==> config.mk <==
export PLATFORM = sky130hd
export DESIGN_NAME = id_ex_stage
export DESIGN_NICKNAME = d
export VERILOG_FILES = /design/src/rtl/riscv_pkg.sv /design/src/rtl/load_use_detect.sv /design/src/rtl/id_ex_stage.sv
export SDC_FILE = /design/constraint.sdc
export NUM_CORES = 1
export LEC_CHECK = 0
export BUFFER_PORTS_ARGS = -buffer_cell sky130_fd_sc_hd__buf_4
export CAP_MARGIN = 40
export CORE_AREA = 2 2 149 151
export CTS_BUF_LIST = sky130_fd_sc_hd__clkbuf_8
export DETAILED_ROUTE_END_ITERATION = 16
export DIE_AREA = 0 0 151 153
export PLACE_DENSITY = 0.68
export SLEW_MARGIN = 20
export SYNTH_ARGS = -nofsm -noshare
export SYNTH_HDL_FRONTEND = slang
export SYNTH_SLANG_ARGS = --single-unit
export TNS_END_PERCENT = 50
==> constraint.sdc <==
create_clock -name clk -period 2 [get_ports clk]
set_clock_uncertainty 0.1 [all_clocks]
set_input_delay 0.2 -clock clk [delete_from_list [all_inputs] [get_ports clk]]
set_output_delay 0.2 -clock clk [all_outputs]
set_load 0.02 [all_outputs]
==> src/rtl/riscv_pkg.sv <==
// Shared RISC-V core types: datapath constants and the decoded control bundle.
// Imported by every pipeline stage.
package riscv_pkg;

    localparam int XLEN          = 32;
    localparam int REG_ADDR_SIZE = 5;
    localparam int OPCODE_SIZE   = 7;

    typedef struct packed {
        logic [2:0] ALUOp;
        logic       JumpReg;
        logic       Jump;
        logic       Branch;
        logic       RegSrc1;
        logic       RegSrc2;
        logic       UpperImm;
        logic       RegWrite;
        logic       MemWrite;
        logic       MemToReg;
        logic       RetAddr;
        logic       imm;
        logic       rvfi_i_bool;
    } ctrl_t;

endpackage

==> src/rtl/load_use_detect.sv <==
// Load-use hazard detection between the ID instruction and a load in EX.
// Produces the bubble request and the upstream hold.
module load_use_detect
    import riscv_pkg::*;
(
    input  logic       ex_valid,
    input  logic       ex_mem_to_reg,
    input  logic [4:0] ex_rd,
    input  logic       id_valid,
    input  ctrl_t      id_ctrl,
    input  logic [4:0] id_rs1,
    input  logic [4:0] id_rs2,
    input  logic       ex_flush,
    input  logic       ex_stall,
    output logic       load_use,
    output logic       id_stall
);

    logic rs1_hit;
    logic rs2_hit;

    assign rs1_hit = id_ctrl.RegSrc1 & (id_rs1 == ex_rd);
    // Stores read rs2 as the store data even without RegSrc2.
    assign rs2_hit = (id_ctrl.RegSrc2 | id_ctrl.MemWrite)
                   & (id_rs2 == ex_rd);

    assign load_use = ex_valid & ex_mem_to_reg & (ex_rd != 5'd0)
                    & (rs1_hit | rs2_hit) & id_valid;

    assign id_stall = ~ex_flush & (ex_stall | load_use);

endmodule

==> src/rtl/id_ex_stage.sv <==
// ID/EX pipeline register with flush, stall, load-use bubble and
// same-cycle writeback bypass into the captured operands.
module id_ex_stage
    import riscv_pkg::*;
#(
    parameter int XLEN = 32
) (
    input  logic            clk,
    input  logic            rst_n,
    input  logic            id_valid,
    input  ctrl_t           id_ctrl,
    input  logic [XLEN-1:0] id_pc,
    input  logic [XLEN-1:0] id_rs1_data,
    input  logic [XLEN-1:0] id_rs2_data,
    input  logic [XLEN-1:0] id_imm,
    input  logic [4:0]      id_rs1,
    input  logic [4:0]      id_rs2,
    input  logic [4:0]      id_rd,
    input  logic [2:0]      id_funct3,
    input  logic            id_funct7b5,
    input  logic            wb_we,
    input  logic [4:0]      wb_rd,
    input  logic [XLEN-1:0] wb_data,
    input  logic            ex_flush,
    input  logic            ex_stall,
    output logic            ex_valid,
    output ctrl_t           ex_ctrl,
    output logic [XLEN-1:0] ex_pc,
    output logic [XLEN-1:0] ex_rs1_data,
    output logic [XLEN-1:0] ex_rs2_data,
    output logic [XLEN-1:0] ex_imm,
    output logic [4:0]      ex_rs1,
    output logic [4:0]      ex_rs2,
    output logic [4:0]      ex_rd,
    output logic [2:0]      ex_funct3,
    output logic            ex_funct7b5,
    output logic            id_stall,
    output logic [15:0]     lu_count
);

    logic            load_use;
    logic            byp1;
    logic            byp2;
    logic [XLEN-1:0] rs1_fwd;
    logic [XLEN-1:0] rs2_fwd;

    load_use_detect u_lud (
        .ex_valid      (ex_valid),
        .ex_mem_to_reg (ex_ctrl.MemToReg),
        .ex_rd         (ex_rd),
        .id_valid      (id_valid),
        .id_ctrl       (id_ctrl),
        .id_rs1        (id_rs1),
        .id_rs2        (id_rs2),
        .ex_flush      (ex_flush),
        .ex_stall      (ex_stall),
        .load_use      (load_use),
        .id_stall      (id_stall)
    );

    // Register file is read before the WB write lands; forward it here.
    assign byp1    = wb_we & (wb_rd != 5'd0) & (wb_rd == id_rs1);
    assign byp2    = wb_we & (wb_rd != 5'd0) & (wb_rd == id_rs2);
    assign rs1_fwd = byp1 ? wb_data : id_rs1_data;
    assign rs2_fwd = byp2 ? wb_data : id_rs2_data;

    always_ff @(posedge clk or negedge rst_n) begin
        if (!rst_n) begin
            ex_valid    <= 1'b0;
            ex_ctrl     <= '0;
            ex_pc       <= '0;
            ex_rs1_data <= '0;
            ex_rs2_data <= '0;
            ex_imm      <= '0;
            ex_rs1      <= '0;
            ex_rs2      <= '0;
            ex_rd       <= '0;
            ex_funct3   <= '0;
            ex_funct7b5 <= 1'b0;
            lu_count    <= '0;
        end else if (ex_flush || (!ex_stall && load_use)) begin
            ex_valid    <= 1'b0;
            ex_ctrl     <= '0;
            ex_pc       <= '0;
            ex_rs1_data <= '0;
            ex_rs2_data <= '0;
            ex_imm      <= '0;
            ex_rs1      <= '0;
            ex_rs2      <= '0;
            ex_rd       <= '0;
            ex_funct3   <= '0;
            ex_funct7b5 <= 1'b0;
            if (!ex_flush && lu_count != 16'hFFFF)
                lu_count <= lu_count + 16'd1;
        end else if (!ex_stall) begin
            ex_valid    <= id_valid;
            ex_ctrl     <= id_valid ? id_ctrl : '0;
            ex_pc       <= id_pc;
            ex_rs1_data <= rs1_fwd;
            ex_rs2_data <= rs2_fwd;
            ex_imm      <= id_imm;
            ex_rs1      <= id_rs1;
            ex_rs2      <= id_rs2;
            ex_rd       <= id_rd;
            ex_funct3   <= id_funct3;
            ex_funct7b5 <= id_funct7b5;
        end
    end

endmodule

# Word level (Yosys, flattened, before mapping)
# Index checks and enable logic that the tools add are counted.
# classes
addsub	1
eq_ne	6
n_mux	25
bitwise	14
n_reduce_logical	8
# op_table
cell	n
$mux W32	10
$mux W15	3
$mux W5	6
$eq A5 B5 Y1	4
$add A16 B1 Y16 const B	1
$ne A16 B16 Y1 const B	1
$and A1 B1 Y1	10
$reduce_bool A5 Y1	2
$mux W3	2
$mux W1	4
$or A1 B1 Y1	3
$logic_and A1 B1 Y1	2
$logic_not A1 Y1	2
$ne A2 B1 Y1 const B	1
$reduce_and A2 Y1	1
$logic_or A1 B1 Y1	1
$not A1 Y1	1
# totals
regBits	179
elab_cells	78

# Depth between registers and ports, before layout
# Gate-level depths: netlist of run 1.
# depth
ltp_word	8
ltp_mapped	8
depth_no_buf	6

# By module
# Synthesis of run 1 repeated with hierarchy kept, for this count alone.
# unflattened
hier_cells	603
area_unflattened_um2	7450.9
# by_module_without_submodules
mod	instances	cells_per_inst	area_each_um2
id_ex_stage	1	583	7283.2
load_use_detect	1	20	167.7

# Least setup slack after synthesis of run 1
# Ideal clock, no wire load.
# synth_timing
kind	register to register
from	register ex_rd[4]
to	register ex_ctrl[10] (netlist bit)
setup_ps	121
t_arrival_ps	1965
path_slack_ps	-186
stages_incl_launch_ff	9
synth_period_minus_slack_ps	2186
path_cell_list	dfrtp_1 > xor2_1 > nor4_2 > a32oi_2 > o21a_1 > and2_1 > buf_6 > buf_6 > a22o_1
# synth_via
elab_chain_len	8
# synth_lines
item	line_no	text
from (decl)	id_ex_stage.sv:34	output logic [4:0] ex_rd,
from (signal assigned)	id_ex_stage.sv:104	ex_rd <= id_rd;
$eq A5 B5 Y1 (on tied branches)	load_use_detect.sv:22, load_use_detect.sv:25	
$and A1 B1 Y1 (on tied branches)	load_use_detect.sv:22, load_use_detect.sv:25	
$or A1 B1 Y1	load_use_detect.sv:28	& (rs1_hit | rs2_hit) & id_valid;
$and A1 B1 Y1 (*) (2 in series)	load_use_detect.sv:28	
$logic_and A1 B1 Y1 (*)	id_ex_stage.sv:81	end else if (ex_flush || (!ex_stall && load_use)) begin
$logic_or A1 B1 Y1 (*)	id_ex_stage.sv:81	
$ne A2 B1 Y1 (no source line) or $mux W15 (tied branches)	n/a	
to (signal assigned)	id_ex_stage.sv:97	ex_ctrl <= id_valid ? id_ctrl : '0;
to (decl)	id_ex_stage.sv:27	output ctrl_t ex_ctrl,
# Every way passes the cells marked *; elsewhere a longest branch is shown, timed or not.
# A chain may end at the register's enable or synchronous reset.

# Worst setup path in the final report of run 1
# layout_timing
from	register ex_rd[1]
to	register ex_rs2_data[10]
# layout_via
elab_chain_len	8
# layout_lines
item	line_no	text
$eq A5 B5 Y1 (on tied branches)	load_use_detect.sv:22, load_use_detect.sv:25	
$and A1 B1 Y1 (on tied branches)	load_use_detect.sv:22, load_use_detect.sv:25	
$or A1 B1 Y1	load_use_detect.sv:28	
$and A1 B1 Y1 (*) (2 in series)	load_use_detect.sv:28	
$logic_and A1 B1 Y1 (*)	id_ex_stage.sv:81	
$logic_or A1 B1 Y1 (*)	id_ex_stage.sv:81	
$ne A2 B1 Y1 (no source line) or $mux W32 (tied branches)	n/a	
to (signal assigned)	id_ex_stage.sv:100	ex_rs2_data <= rs2_fwd;
to (decl)	id_ex_stage.sv:30	output logic [XLEN-1:0] ex_rs2_data,
# Marked as above.

==> results of run 1 <==
[repair_timing]
action | CTS | global route
buffers inserted | 8 | 11
hold buffers | 224 | 1
endpoints found under the setup margin | 77 | 180
endpoints found under the hold margin | 341 | 1
gates cloned | 5 | 6
gates resized for setup | 40 | 55
pin swaps | 5 | 10
[placed cells by master, fill, tap and decap left out, types with 2 or more instances in the layout]
cell,count
o21ai_1,51
buf_6,7
clkbuf_8,17
clkinv_4,2
clkinv_8,3
o21ai_0,5
dlygate4sd3_1,225
xnor2_1,18
dfrtp_2,11
nor4_4,2
inv_8,6
clkbuf_16,5
nor2_1,7
mux2i_1,64
buf_12,16
xor2_1,17
and2_4,2
bufinv_16,2
nor2_2,2
nor4_2,2
dfrtp_1,168
and4_1,3
and3_1,5
a22o_1,98
buf_16,3
buf_4,430
nand2_1,69
nand4_1,6
or4_1,2
nand3_1,11
diode_2,3
o21ai_2,10
buf_8,3
[worst paths after layout]
check                                start         endpoint  slack [ps]  cells after the start
setup reg to reg                  ex_rd[1]  ex_rs2_data[10]        -360                     12
hold reg to reg            ex_rs1_data[29]  ex_rs1_data[29]         400                      2
hold / removal                    id_valid         ex_valid          80                      3
setup / recovery                  ex_rd[1]  ex_rs2_data[10]        -360                     12
min in group asynchronous            rst_n      lu_count[8]         130                      2
max in group asynchronous            rst_n       ex_ctrl[1]        1030                      3
[tightest hold or removal path, stage by stage]
cell,delay (ps)
buf_4,100
and2_4,210
a21o_1,100
[sequential cells by signal (all words and copies together), names as in the netlist]
signal       cells
ex_rs1_data     32
ex_funct7b5      1
ex_pc           32
lu_count        16
ex_imm          32
ex_ctrl         15
ex_rs2_data     32
ex_rd            5
ex_rs2           5
ex_valid         1
ex_funct3        3
ex_rs1           5
[area by class of cell]
class,count,share of cell area
timing repair buffer,689,0.4292
sequential,179,0.3144
multi-input combinational,385,0.2000
tap,280,0.02452
clock buffer,17,0.01637
clock inverter,15,0.01471
antenna,3,0.0005254
inverter,1,0.0002627
[per-stage QoR]
step           total power, mW  setup TNS, ps
2_1_floorplan            4.533          -2924
4_1_cts                  8.634         -13050
5_1_grt                  9.050         -48560
3_3_place_gp             5.420          -6910
3_5_place_dp             5.439          -4840
6_report                 8.678         -26630
[metal layers]
layer / GRT usage / wire length [um] / vias to the layer above
li1: - / - / 3545
met1: 0.3026 / 11900 / 3814
met2: 0.4290 / 15490 / 330
met3: 0.05881 / 2096 / 87
met4: 0.1153 / 1264 / 0
met5: 0 / 0 / -
[cells by family (layout without fill, tap and decap cells)]
| logic type | after synthesis | after routing | share of synthesized area |
|---|---|---|---|
| compound gates | 168 | 168 | 0.1651 |
| xor+xnor | 35 | 35 | 0.04119 |
| fa+ha+maj | 1 | 1 | 0.001681 |
| buf+inv | 44 | 722 | 0.02925 |
| flops | 179 | 179 | 0.6019 |
| mux | 65 | 65 | 0.08759 |
| other cells | 0 | 3 | 0 |
| simple gates | 115 | 116 | 0.07331 |
[power by group]
group | switching [mW] | internal, mW | total (mW)
Clock | 1.56 | 1.20 | 2.76
Combinational | 0.905 | 1.10 | 2.00
Sequential | 0.118 | 3.80 | 3.92
Total | 2.58 | 6.09 | 8.68
==> results.cfg, run 1 <==
[status]
status = finished, violations left
violations = setup timing

[setup_path]
startpoint_type = flip-flop
cp_data_arrival_time_ps = 2610
crit_buf_inv = 7
timing_worst_setup_path_type = flip-flop to flip-flop
path_common_cell = buf_4
path_cells = xor2_1 -> nor4_2 -> a32oi_2 -> buf_4 -> buf_4 -> buf_6 -> o21ai_4 -> buf_12 -> buf_4 -> buf_6 -> buf_16 -> o21ai_0
max_stage_delay_ps = 450
path_delay_family = buffers and inverters
critical-path-slowest-cell = dfrtp_2
crit_fanout = 8
cp-end-kind = flip-flop
cp.required_ps = 2250

[logic_synthesis]
synth-edff-count = 0
synth_top_cells_by_area = dfrtp_1 (60%), a22o_1 (12%), mux2i_1 (8.6%), o21ai_0 (3.7%), nand2_1 (3.5%)
yosysUniqueCellTypes = 32
synthesis.area_mm2 = 0.007442
netlist.area_leader.share = 0.6019
synthFlopType = dfrtp_1
synthTopCellsByCount = dfrtp_1 (179), a22o_1 (98), nand2_1 (69)
yosys_warnings = 0
yosysTopAreaCell = dfrtp_1
async_flop_share = 1.000
ys_ff_latch = 179
syn_area_per_cell_um2 = 12.26
yosysMostFrequentCell = dfrtp_1
synthCells = 607
synth_fp_nets = 813
synth-seq-area-share = 0.6019

[sta]
slew-limit-headroom = 0.7045
fin_crit_sh = 1.181
setup_ws_ps = -362.2
finalMaxSlewViolations = 0
fin_crit_ps = 2362
holdWs_ps = 76.80
worst_pin_slew_ps = 443.3
rsz0062_at_grt = yes
finalSetupViolCount = 173
hold_viol_final = 0
fmax_mhz = 423.3

[cells_and_area]
fill_cells = 1573
final_cell_area_mm2 = 0.01429
syn2layout_area_growth_pct = 92.00
final_cells = 1569
final_layout_size_suffix_gt1_frac = 0.4145
layout.nets = 1479
final_util = 0.6650
seqCellArea_mm2 = 0.004493
multiInputGateArea_mm2 = 0.002858

[grt]
grt_max_degree = 66
grt.total_usage = 0.2526
grt-ovfl-total = 0
grt_pass1_vias = 8246
grt_pass1_wl_mm = 44.86
antenna_found_initial = 3

[die]
core_area_mm2 = 0.02149
initial_core_util = 0.3464
io_pins = 385
die_y_um = 153
dieWidth_um = 151
die-area_mm2 = 0.02310
rows = 54

[cts]
cts_max_path_buffers = 2
clkTransAtPathRegs_ps = 100
cts_tree = done
clock_sinks = 179
htreeDepth = 4
clk_latency_ps = 460
clockRootBuffer = clkbuf_8
cts_buffers = 17

[place]
dpl_worst_slack_ps = -96.77
placed_area_mm2 = 0.01108
dp_cells = 1284
gp_congestion = 0.8669
port_buffers = 384
hpwlAfterDp_mm = 18.43

[pwr]
pwr_density_cell_mw_per_mm2 = 607.4
cellLeakagePower_nw = 6.953
ir_drop_mv = 0.4353

[drt]
post_drt_wl_per_cell_um = 19.60
dr.pass1.iters = 4
drc = 0
vias = 7776
avgViaCountPerCell = 4.956
drt-initial-drc-count = 397
ant_nets = 0
drt_wl_total_mm = 30.75

[hold_path]
hp-class = input pin to flip-flop

[run]
cap_violations = 0
Power figures use the tool's default switching activity.
==> run 2: changes to the inputs <==
Settings changed: ABC_AREA set to 1, CORE_AREA 2 2 149 151 to 2 2 148 150, DIE_AREA 0 0 151 153 to 0 0 150 152, PLACE_DENSITY 0.68 to 0.76.
==> results.cfg, run 2 <==
[status]
status = finished, violations left
violations = setup timing

[sta]
finalSetupViolCount = 1
worst_pin_slew_ps = 494.1
rsz0062_at_grt = yes
fin_crit_sh = 1.018
slew-limit-headroom = 0.6706
fin_crit_ps = 2035
final.setup.tns_ps = -35.39
finalMaxSlewViolations = 0
hold_viol_final = 0
fmax_mhz = 491.3
setup_ws_ps = -35.39

[pwr]
cellLeakagePower_nw = 7.702
ir_drop_mv = 0.5082
finalPower_mw = 9.085
pwr_density_cell_mw_per_mm2 = 630.6

[setup_path]
crit-reg2reg-launch = ex_rd[1]
cp.required_ps = 1700
crit_fanout = 4
cp_data_arrival_time_ps = 1740
timing_worst_setup_path_type = flip-flop to output port
reg2reg_setup_slack_ps = 140
cp-end-kind = output port
startpoint_type = flip-flop
reg2reg_to = ex_rs2_data[0]
rr_worst_depth = 10

[drt]
vias = 10500
drt-initial-drc-count = 917
post_drt_wl_per_cell_um = 17.81
avgViaCountPerCell = 5.221
dr.pass1.iters = 9
drt_wl_total_mm = 35.82
ant_nets = 0
drc = 0

[place]
dpl_worst_slack_ps = 108.7
hpwlAfterDp_mm = 22.79
dp_cells = 1780
gp_congestion = 0.9590
port_buffers = 384

[grt]
grt_max_degree = 101
grt_pass1_wl_mm = 55.92
grt-ovfl-total = 0
grt.total_usage = 0.3106
grt_pass1_vias = 10340
antenna_found_initial = 3

[hold_path]
worstHoldEndpoint = ex_rd[2]
min_from = ex_stall
hold_depth = 4
hp-class = input pin to flip-flop

[cts]
cts_tree = done
clockRootBuffer = clkbuf_8
htreeDepth = 4
clock_sinks = 179
clk_latency_ps = 480
clkTransAtPathRegs_ps = 100
cts_buffers = 17
cts_max_path_buffers = 2

[logic_synthesis]
yosysMostFrequentCell = nand2_1
synth-edff-count = 0
async_flop_share = 1.000
yosys_warnings = 0
synth_top_cells_by_area = dfrtp_1 (51%), nand2_1 (23%), nand3_1 (8.9%), o21ai_0 (4.5%), buf_2 (1.7%)
synthMuxAreaShare = 0
synthCells = 1160
synth_top_family_by_area = simple AND/OR/NAND/NOR gates
synth-compound-area-share = 0.04999
synthTopCellsByCount = nand2_1 (539), dfrtp_1 (179), nand3_1 (156)
yosys.area_share.adder = 0.001420
synth_xor_area_frac = 0.02088
synth-seq-area-share = 0.5085
synthFlopType = dfrtp_1
synth_fp_nets = 1366
netlist.area_leader.share = 0.5085
ys_ff_latch = 179
syn_area_per_cell_um2 = 7.595
yosysTopAreaCell = dfrtp_1
yosysUniqueCellTypes = 27
synthesis.area_mm2 = 0.008810
synthSimpleGateAreaFrac = 0.3538

[cells_and_area]
seqCellArea_mm2 = 0.004481
syn2layout_area_growth_pct = 63.54
layout.nets = 1921
final_layout_size_suffix_gt1_frac = 0.2743
fill_cells = 1640
final_cells = 2011
layout_common_cells = nand2_1 (539), buf_4 (409), dlygate4sd3_1 (193), dfrtp_1 (178), nand3_1 (156)
layout_commonest_cell = nand2_1
multiInputGateArea_mm2 = 0.003794

[run]
cap_violations = 0

[die]
dieWidth_um = 150
core_area_mm2 = 0.02135
rows = 54
die-area_mm2 = 0.02280
die_y_um = 152
io_pins = 385
initial_core_util = 0.4126
## run 2: logic make-up after synthesis
family | count (synthesis)
adders and majority gates | 1
and+or+nand+nor | 752
AOI/OAI and AO/OA | 86
buffers and inverters | 121
DFF | 179
xor gates and xnor gates | 21
## run 2: cell type report
| cell class | instances | share of cell area |
|---|---|---|
| clock inverters | 15 | 0.01103 |
| clock buffers | 17 | 0.01624 |
| well taps | 280 | 0.02432 |
| multi-input cells | 861 | 0.2633 |
| flip-flops and latches | 179 | 0.3110 |
| inverters | 43 | 0.01129 |
| repair buffers | 613 | 0.3623 |
| diodes | 3 | 0.0005211 |
## run 2: metrics by stage
stage                     utilization  hold slack, ps  cell area [um^2]
after floorplan                     -          -195.6              8810
after global placement         0.5621           53.64             12000
after detailed placement       0.5621           67.37             12000
after CTS                      0.6713           1.179             14330
after global routing           0.6748           25.00             14410
final                          0.6748           12.46             14410
## run 2: metal layers
metal | vias to the layer above | GRT usage | share of wire
li1 | 4819 | - | -
met3 | 169 | 0.08048 | 0.086
met1 | 4903 | 0.3854 | 0.39
met5 | - | 0 | 0
met2 | 608 | 0.4949 | 0.47
met4 | 0 | 0.1658 | 0.056
## run 2: power by group
group	total (mW)	switching, mW	internal (mW)
Clock	2.51	1.57	0.941
Combinational	2.48	1.33	1.15
Sequential	4.09	0.205	3.89
## run 2: critical path, stage by stage, from the launching register on
cell     delay (ps)
dfrtp_1         410
inv_1           100
nand4_1         130
nand4_1         130
inv_1           100
nand2_2         100
o21ai_1         130
buf_4           170
## run 2: worst max-delay path by stage
stage | start | to | slack, ps | cells past startpoint
3_5_place_dp | ex_rd[0] | lu_count[1] | 110 | 12
6_report | ex_rd[2] | id_stall | -40 | 7
4_1_cts | ex_rd[1] | id_stall | -80 | 9
2_1_floorplan | lu_count[0] | lu_count[12] | 190 | 10
3_3_place_gp | ex_rd[0] | lu_count[8] | 200 | 12
5_1_grt | ex_rd[1] | id_stall | -190 | 9
## run 2: repair_timing
action / 4_1_cts / 5_1_grt
resized for setup: 2 / 7
hold buffers: 193 / 0
gates cloned: 0 / 2
setup endpoints to repair: 1 / 18
hold endpoints to repair: 342 / 0
buffers inserted: 1 / 0
pin swaps: 0 / 2
